[config.mk]
export PLATFORM = sky130hd
export DESIGN_NAME = memory_port_arbiter
export DESIGN_NICKNAME = d
export VERILOG_FILES = /design/src/rtl/memory_port_arbiter.sv
export SDC_FILE = /design/constraint.sdc
export NUM_CORES = 1
export LEC_CHECK = 0
export CAP_MARGIN = 15
export CORE_UTILIZATION = 43
export CTS_CLUSTER_SIZE = 24
export DETAILED_ROUTE_END_ITERATION = 10
export GPL_ROUTABILITY_DRIVEN = 0
export PLACE_DENSITY = 0.88
export RECOVER_POWER = 50
export SLEW_MARGIN = 20
export SYNTH_ARGS = -nofsm -noshare
export SYNTH_HDL_FRONTEND = slang
export SYNTH_SLANG_ARGS = --single-unit
[constraint.sdc]
create_clock -name clock -period 4.57 [get_ports clock]
set_input_delay 0.914 -clock clock [delete_from_list [all_inputs] [get_ports clock]]
set_output_delay 0.914 -clock clock [all_outputs]
set_load 0.01 [all_outputs]
[src/rtl/memory_port_arbiter.sv]
// rtl/memory_port_arbiter.sv - fetch vs load/store arbiter for the shared data memory port
// Data has priority; a saturating starvation counter forces a fetch grant after STARVE_LIMIT data wins.
package memory_port_arbiter_pkg;
   typedef enum logic [1:0] {
      write_byte = 2'd0,
      write_half = 2'd1,
      write_word = 2'd2
   } write_width_t;
endpackage

module memory_port_arbiter
   import memory_port_arbiter_pkg::*;
#(
   parameter int XLEN         = 32,
   parameter int STARVE_LIMIT = 4
) (
   input  logic               clock,
   input  logic               reset,
   input  logic               ifetch_req_valid,
   input  logic [XLEN-1:0]    ifetch_req_addr,
   output logic               ifetch_req_ready,
   output logic               ifetch_resp_valid,
   output logic [XLEN-1:0]    ifetch_resp_data,
   input  logic               data_req_valid,
   input  logic [XLEN-1:0]    data_req_addr,
   input  logic               data_req_w_enable,
   input  logic [XLEN-1:0]    data_req_w_data,
   input  write_width_t       data_req_w_width,
   output logic               data_req_ready,
   output logic               data_resp_valid,
   output logic [XLEN-1:0]    data_resp_data,
   output logic [XLEN-1:0]    mem_addr,
   output logic [XLEN-1:0]    mem_w_data,
   output write_width_t       mem_w_width,
   output logic               mem_w_enable,
   input  logic [XLEN-1:0]    mem_r_data,
   input  logic               mem_write_complete
);

   typedef enum logic {ISSUE, WRITE_HOLD} state_t;
   typedef enum logic [1:0] {RESP_NONE, RESP_FETCH, RESP_LOAD, RESP_STORE} resp_t;

   localparam logic [3:0] LIMIT = 4'(STARVE_LIMIT);

   state_t           state_q, state_d;
   resp_t            resp_q, resp_d;
   logic [3:0]       starve_q, starve_d;
   logic [XLEN-1:0]  wr_addr_q, wr_addr_d;
   logic [XLEN-1:0]  wr_data_q, wr_data_d;
   write_width_t     wr_width_q, wr_width_d;
   logic             grant_fetch, grant_data;

   always_ff @(posedge clock) begin
      if (reset) begin
         state_q    <= ISSUE;
         resp_q     <= RESP_NONE;
         starve_q   <= '0;
         wr_addr_q  <= '0;
         wr_data_q  <= '0;
         wr_width_q <= write_word;
      end else begin
         state_q    <= state_d;
         resp_q     <= resp_d;
         starve_q   <= starve_d;
         wr_addr_q  <= wr_addr_d;
         wr_data_q  <= wr_data_d;
         wr_width_q <= wr_width_d;
      end
   end

   always_comb begin
      state_d           = state_q;
      resp_d            = RESP_NONE;
      starve_d          = starve_q;
      wr_addr_d         = wr_addr_q;
      wr_data_d         = wr_data_q;
      wr_width_d        = wr_width_q;
      grant_fetch       = 1'b0;
      grant_data        = 1'b0;
      ifetch_req_ready  = 1'b0;
      data_req_ready    = 1'b0;
      mem_addr          = '0;
      mem_w_data        = '0;
      mem_w_width       = write_word;
      mem_w_enable      = 1'b0;

      case (state_q)
         ISSUE: begin
            if (ifetch_req_valid && (!data_req_valid || starve_q == LIMIT)) begin
               grant_fetch = 1'b1;
            end else if (data_req_valid) begin
               grant_data = 1'b1;
            end

            if (grant_fetch) begin
               ifetch_req_ready = 1'b1;
               mem_addr         = ifetch_req_addr;
               resp_d           = RESP_FETCH;
            end else if (grant_data) begin
               data_req_ready = 1'b1;
               mem_addr       = data_req_addr;
               if (data_req_w_enable) begin
                  mem_w_enable = 1'b1;
                  mem_w_data   = data_req_w_data;
                  mem_w_width  = data_req_w_width;
                  wr_addr_d    = data_req_addr;
                  wr_data_d    = data_req_w_data;
                  wr_width_d   = data_req_w_width;
                  if (mem_write_complete) begin
                     resp_d = RESP_STORE;
                  end else begin
                     state_d = WRITE_HOLD;
                  end
               end else begin
                  resp_d = RESP_LOAD;
               end
            end
         end
         WRITE_HOLD: begin
            mem_addr     = wr_addr_q;
            mem_w_data   = wr_data_q;
            mem_w_width  = wr_width_q;
            mem_w_enable = 1'b1;
            if (mem_write_complete) begin
               state_d = ISSUE;
               resp_d  = RESP_STORE;
            end
         end
         default: state_d = ISSUE;
      endcase

      if (!ifetch_req_valid || grant_fetch) begin
         starve_d = '0;
      end else if (grant_data && starve_q != LIMIT) begin
         starve_d = starve_q + 4'd1;
      end

      ifetch_resp_valid = (resp_q == RESP_FETCH);
      ifetch_resp_data  = (resp_q == RESP_FETCH) ? mem_r_data : '0;
      data_resp_valid   = (resp_q == RESP_LOAD) || (resp_q == RESP_STORE);
      data_resp_data    = (resp_q == RESP_LOAD) ? mem_r_data : '0;

      // While reset is held every output shows its reset value, so an abandoned access never leaks out.
      if (reset) begin
         ifetch_req_ready  = 1'b0;
         data_req_ready    = 1'b0;
         ifetch_resp_valid = 1'b0;
         ifetch_resp_data  = '0;
         data_resp_valid   = 1'b0;
         data_resp_data    = '0;
         mem_addr          = '0;
         mem_w_data        = '0;
         mem_w_width       = write_word;
         mem_w_enable      = 1'b0;
      end
   end

endmodule

== After elaboration in Yosys (flattened, before gate mapping) ==
Cells that the tools add are included.
Storage, ports and cells
  bits in registers: 73
  bits in latches: 0
  RAM bits: 0
  bits in read-only memories: 0
  output and inout bits: 135
  memories: 0
Operators by class
  add/subtract/negate cells: 1
  $mul: 0
  div/mod/pow operators: 0
  $lt $le $gt $ge: 0
  equal/unequal tests: 5
  shift operators: 0
  multiplexer cells: 49
  bitwise operators: 2
  reduce and logical (&&, ||, !) cells: 9
Operator list (number)
  $mux 32: 11
  $pmux 32 s2: 2
  $mux 1: 24
  $mux 2: 8
  $pmux 2 s2: 2
  $add 4x1->4 const B: 1
  $eq 2x2->1 const B: 2
  $eq 4x3->1 const B: 1
  $ne 4x3->1 const B: 1
  $pmux 1 s2: 2
  $reduce_and 4->1: 1
  $logic_or 1x1->1: 3
  $eq 2x1->1 const B: 1
  $logic_and 1x1->1: 2
  $logic_not 1->1: 2
  $not 1->1: 2
  $reduce_or 2->1: 1

== Logic depth before layout (Yosys ltp) ==
Gate-level depths: netlist (run 1).
  depth after elaboration: 9
  depth in mapped cells: 8
  gate-level depth less buffers: 5

== Worst setup path before layout (run 1) ==
Ideal clock, no wire load.
  path kind: input-to-output
  start point: input port data_req_valid
  end point: output port mem_w_data[10]
  arrival time: 1.967 ns
  slack: 1.689 ns
  stages: 6
  path buffers: 3
  cells stage by stage: buf_2 > and2b_1 > buf_2 > buf_2 > nand4_1 > a21oi_1
On the way
  word-level cells in the longest chain between the ends: 9
  elaborated cells on any way between the ends: 12
  those cells by class: 9 x mux; 3 x reduce/logical
Ends and longest elaborated chain
  start: declaration: line 24  | input logic data_req_valid,
  $logic_not 1->1: line 89  | if (ifetch_req_valid && (!data_req_valid || starve_q == LIMIT)) begin
  $logic_or 1x1->1: line 89
  $logic_and 1x1->1: line 89
  $mux 1: line 89
  $mux 1: line 87  | case (state_q)
  $mux 32: line 99  | end else if (grant_data) begin
  $mux 32 (*): line 95  | if (grant_fetch) begin
  $pmux 32 s2 (*): line 87
  $mux 32 (*): line 144  | if (reset) begin
  end: declaration: line 33  | output logic [XLEN-1:0] mem_w_data,
Every way passes the cells marked *; elsewhere a longest branch is shown, timed or not. The select of a mux whose other input is x is not followed.

== Worst setup path in the final report (run 1) ==
Ends and elaborated chain as after synthesis.

==> metrics, run 1 <==
GRT Util Overall=28.5%; WS Path Type=in -> out; max-capacitance violation count=1; CTS Hold Buffers Added=0; number of cell rows=38; largest family of logic cells by synthesized area=compound AO/OA/AOI/OAI gates; synthesized cell area=4950 um2; number of remaining DRC errors=0; Tmin final=4050 ps; post-synthesis average cell area=7.41 um2; worst hold slack=474 ps; first-pass GRT wire length=27.8 mm; status=finished with violations; Syn Nets=806; Required @ worst endpoint=3660 ps; commonest cells after routing, fill and taps aside=257 x clkdlybuf4s50_1, 134 x a21oi_1, 72 x dfxtp_1; vias post-DR=6,136; HPWL Detailed=12.3 mm; Hold Crit Class=reg -> reg; failing checks=capacitance limit, slew limit; Peak VDD IR=0.168 mV; YS warnings=0; Root Driver=clkbuf_16; slew of the pin with the lowest slew margin=1550 ps; Setup crit start kind=primary input; total number of H-tree levels=3; Setup TNS=0 ps; RSZ-0062 raised after global routing=false; fill cell count=879; Worst Clk Skew=6.70 ps; post-synthesis compound-gate area fraction=36.1%; final setup fails=0; clk slew on worst S/H paths=50 ps; post_cts resized=0; area post-placement=7580 um2; nets=1,011; final WL=18.3 mm; Area Growth Syn to Fin=58.3%; Synth Area in Adders=0.506%; DR vias/cell=6.03; worst-skew pair later-pin latency=320 ps; most common cell after layout, fill and taps aside=clkdlybuf4s50_1; Routed Antenna Nets=0; post-synthesis sequential area ratio=29.5%; Crit path arrival time=3140 ps; commonest register cell after synthesis=dfxtp_1; Leakage=2.80 nW; core area=11,000 um2; Die Height=109 um; Slew headroom=-3.23%; Overflow after GRT=0; Power Dens Cells=225 nW/um2; Wirelength per Cell=17.9 um; Cells after Synth=668; proportion of synthesized area in mux cells=0%; PortBufs=270; Die ar.=11,900 um2; CTS tree=built; die width=109 um; Starting Density=44.9%; initial DRC count=493; vias in the first global route=5,690; Finished Cell Area=7830 um2; Unique masters post-synth=37; Slew Viols, Final=71; final period utilization=88.7%; Ports=271; number of setup buffers added after CTS=0; Worst setup EP type=output port; Final Hold Violating Endpoints=0; post-synthesis xor/xnor area fraction=0%; register bit total from synthesis=73; Critical Path Fanout Max=35; FFs w/ async S/R, synth=0%; number of synthesized flops with an enable pin=0; cts bufs inserted=9; drt first pass iters=6; largest net degree at the start of global routing=100; clock sinks=73; highest clock rate=0.247 GHz; antenna violations before repair=1; Longest Clk Path Bufs=2; simple-gate portion of the synthesized area=22.5%; share of cells above drive strength 1=4.33%
[report_power, final]
| part | switching [W] | internal [W] | leakage (nW) | total [W] |
|---|---|---|---|---|
| Combinational | 0.000201 | 0.000237 | 2.07 | 0.000438 |
| Sequential | 0.0000194 | 0.000666 | 0.597 | 0.000685 |
| Clock | 0.000262 | 0.000377 | 0.126 | 0.000638 |
[cell type report]
type	count	area [um2]	share of cell area, %
multi-input combinational	464	2920	37.3
timing repair buffer	287	2850	36.4
sequential	73	1460	18.7
clock buffer	10	239	3.05
tap	140	175	2.24
inverter	38	144	1.84
clock inverter	5	32.5	0.415
antenna	1	2.50	0.0319
[critical path, cell delays in order]
cell             delay (ps)
dlygate4sd3_1           560
and2b_4                 400
buf_12                  240
nand4_1                 170
a21oi_1                 260
clkdlybuf4s50_1         570
[per-stage QoR]
step / cells / total power, W / worst slack (ps) / utilization, %
finish: 1018 / 0.00176 / 517 / 71.0
global route: 1018 / 0.00183 / 396 / 71.0
CTS: 1017 / 0.00177 / 613 / 71.2
detailed placement: 1002 / 0.00113 / 631 / 68.7
global placement: 1002 / 0.00112 / 647 / 68.7
floorplan: 668 / 0.000891 / 1690 / -
[state kept, by name, indices dropped and copies added (netlist names)]
signal and count:
resp_q 2, starve_q 4, state_q 1, wr_addr_q 32
wr_data_q 32, wr_width_q 2
[worst paths after layout]
check,cells after the start,slack (ps),start,to
max,6,520,data_req_valid,mem_w_data[10]
min,2,470,wr_data_q[9],wr_data_q[9]
max reg2reg,4,1760,state_q,starve_q[1]
min reg2reg,2,470,wr_data_q[9],wr_data_q[9]
[per-layer routing]
layer	vias up	GRT usage (%)	share of wire, %
li1	2902	-	-
met1	2936	36.8	41
met2	273	49.6	51
met3	25	4.33	6.2
met4	0	7.24	1.4
met5	-	0	0
[kinds of logic (layout without fill, tap and decap cells)]
family | Yosys count | after routing
AND/OR/NAND/NOR | 190 | 190
flip-flops | 73 | 73
adder cells (fa/ha/maj) | 2 | 2
other | 0 | 1
buffers and inverters | 131 | 340
AO/OA/AOI/OAI | 272 | 272
[synthesized netlist by cell type, types with 2 or more instances]
cell	count	share of area, %
nor2b_1	2	0.25
nand3b_1	2	0.30
o21ai_1	3	0.30
buf_4	2	0.30
a21oi_1	134	14
buf_2	19	1.9
buf_6	5	1.1
a32oi_1	32	5.7
inv_1	37	2.8
a211o_1	32	5.7
a211oi_1	2	0.30
dfxtp_1	73	30
ha_1	2	0.51
nor4_1	2	0.25
nand3_1	3	0.30
and2_1	65	8.2
o31ai_1	65	9.9
nor3_1	4	0.40
nand4_1	66	8.3
nor2_1	2	0.15
nor3b_1	2	0.30
clkbuf_1	66	5.0
nand2_1	34	2.6
No activity file was read; power rests on OpenSTA's default activity.
==> run 2, diff against run 1 <==
Settings changed: CORE_UTILIZATION 43 to 44, CTS_BUF_LIST set to sky130_fd_sc_hd__clkbuf_2 sky130_fd_sc_hd__clkbuf_4 sky130_fd_sc_hd__clkbuf_8, PLACE_DENSITY 0.88 to 0.9.
==> run 2 against run 1 <==
- the run still ends with capacitance limit, slew limit left
- clock skew increased by 1.4 ps
- combinational power about the same
- sequential share of layout area rose by 0.23 points
- sequential power down 0.7%
- die area is 2.2% lower
- setup slack worse by 180 ps
- critical endpoint is now ifetch_resp_data[5]
==> metrics, run 2 (synthesized netlist as in run 1, its figures left out) <==
Leakage=2.78 nW; Critical Path Fanout Max=44; Power Total=0.00161 W; Die ar.=11,700 um2; PortBufs=270; final period utilization=92.7%; fill cell count=865; Slew Viols, Final=71; largest net degree at the start of global routing=72; RSZ-0062 raised after global routing=false; Overflow after GRT=0; DR vias/cell=6.06; HPWL Detailed=12.4 mm; Area Growth Syn to Fin=56.3%; core area=10,900 um2; worst-skew pair later-pin latency=330 ps; drt first pass iters=5; die width=108 um; Routed Antenna Nets=0; Place WS=481 ps; Worst Clk Skew=8.11 ps; Longest Clk Path Bufs=2; Ports=271; status=finished with violations; Required @ worst endpoint=3660 ps; Peak VDD IR=0.213 mV; CTS Hold Buffers Added=0; Hold Crit Class=reg -> reg; most common cell after layout, fill and taps aside=clkdlybuf4s50_1; commonest cells after routing, fill and taps aside=254 x clkdlybuf4s50_1, 134 x a21oi_1, 72 x dfxtp_1; slew of the pin with the lowest slew margin=1530 ps; Setup crit start kind=primary input; antenna violations before repair=0; final setup fails=0; Slew headroom=-1.90%; worst hold slack=474 ps; Tmin final=4240 ps; Wirelength per Cell=17.9 um; vias post-DR=6,164; Power Dens Cells=208 nW/um2; share of cells above drive strength 1=4.56%; Worst setup EP type=output port; final WL=18.2 mm; vias in the first global route=5,773; nets=1,011; post_cts resized=0; clock sinks=73; failing checks=capacitance limit, slew limit; total number of H-tree levels=3; GRT Util Overall=30.1%; Crit path arrival time=3320 ps; biggest regs=wr_addr_q (32), wr_data_q (32), starve_q (4); Final WS setup=333 ps; max-capacitance violation count=1; initial DRC count=442; number of setup buffers added after CTS=0; Starting Density=45.5%; Setup TNS=0 ps; Root Driver=clkbuf_8; Post-Layout Cell Count=1,018; Die Height=108 um; WS Path Type=in -> out; clk slew on worst S/H paths=70 ps; number of remaining DRC errors=0; Final Hold Violating Endpoints=0; cts bufs inserted=9; highest clock rate=0.236 GHz; number of cell rows=38; first-pass GRT wire length=28.3 mm; CTS tree=built; dpl cells=1,002
-- run 2: cell type report --
class	count	area, um2	share of cell area (%)
Clock buffer	11	139	1.79
Sequential cell	73	1460	18.9
Clock inverter	4	45.0	0.582
Antenna cell	1	2.50	0.0323
Timing Repair Buffer	287	2840	36.7
Multi-Input combinational cell	464	2930	37.9
Inverter	38	144	1.86
Tap cell	140	175	2.26
-- run 2: critical path, cell delays in order --
cell	delay [ps]
clkbuf_2	460
nor3b_2	310
clkbuf_1	770
and2_1	230
dlygate4sd3_1	630
-- run 2: per-layer routing --
layer / wire (um) / up-vias / global-route usage (%)
met5: 0 / - / 0
li1: - / 2903 / -
met3: 1330 / 57 / 5.67
met2: 9090 / 289 / 52.7
met1: 7000 / 2915 / 34.6
met4: 811 / 0 / 15.9
-- run 2: path summary, 6_finish.rpt --
path | start | endpoint | slack [ps] | cells past startpoint
worst min register to register | wr_data_q[6] | wr_data_q[6] | 470 | 2
worst max-delay path | reset | ifetch_resp_data[5] | 330 | 5
worst min-delay path | wr_data_q[6] | wr_data_q[6] | 470 | 2
worst max register to register | state_q | starve_q[3] | 1650 | 5
-- run 2: report_power, final --
group	total [W]	switching [W]	internal (W)	leakage, nW
logic	0.000440	0.000204	0.000236	2.08
registers	0.000680	0.0000153	0.000665	0.597
clock network	0.000492	0.000233	0.000259	0.0998
total	0.00161	0.000452	0.00116	2.78
-- run 2: through the flow --
stage | cell area [um2] | util [%]
2_1_floorplan | 4950 | -
3_3_place_gp | 7560 | 69.5
3_5_place_dp | 7560 | 69.5
4_1_cts | 7750 | 71.2
5_1_grt | 7740 | 71.1
6_report | 7740 | 71.1
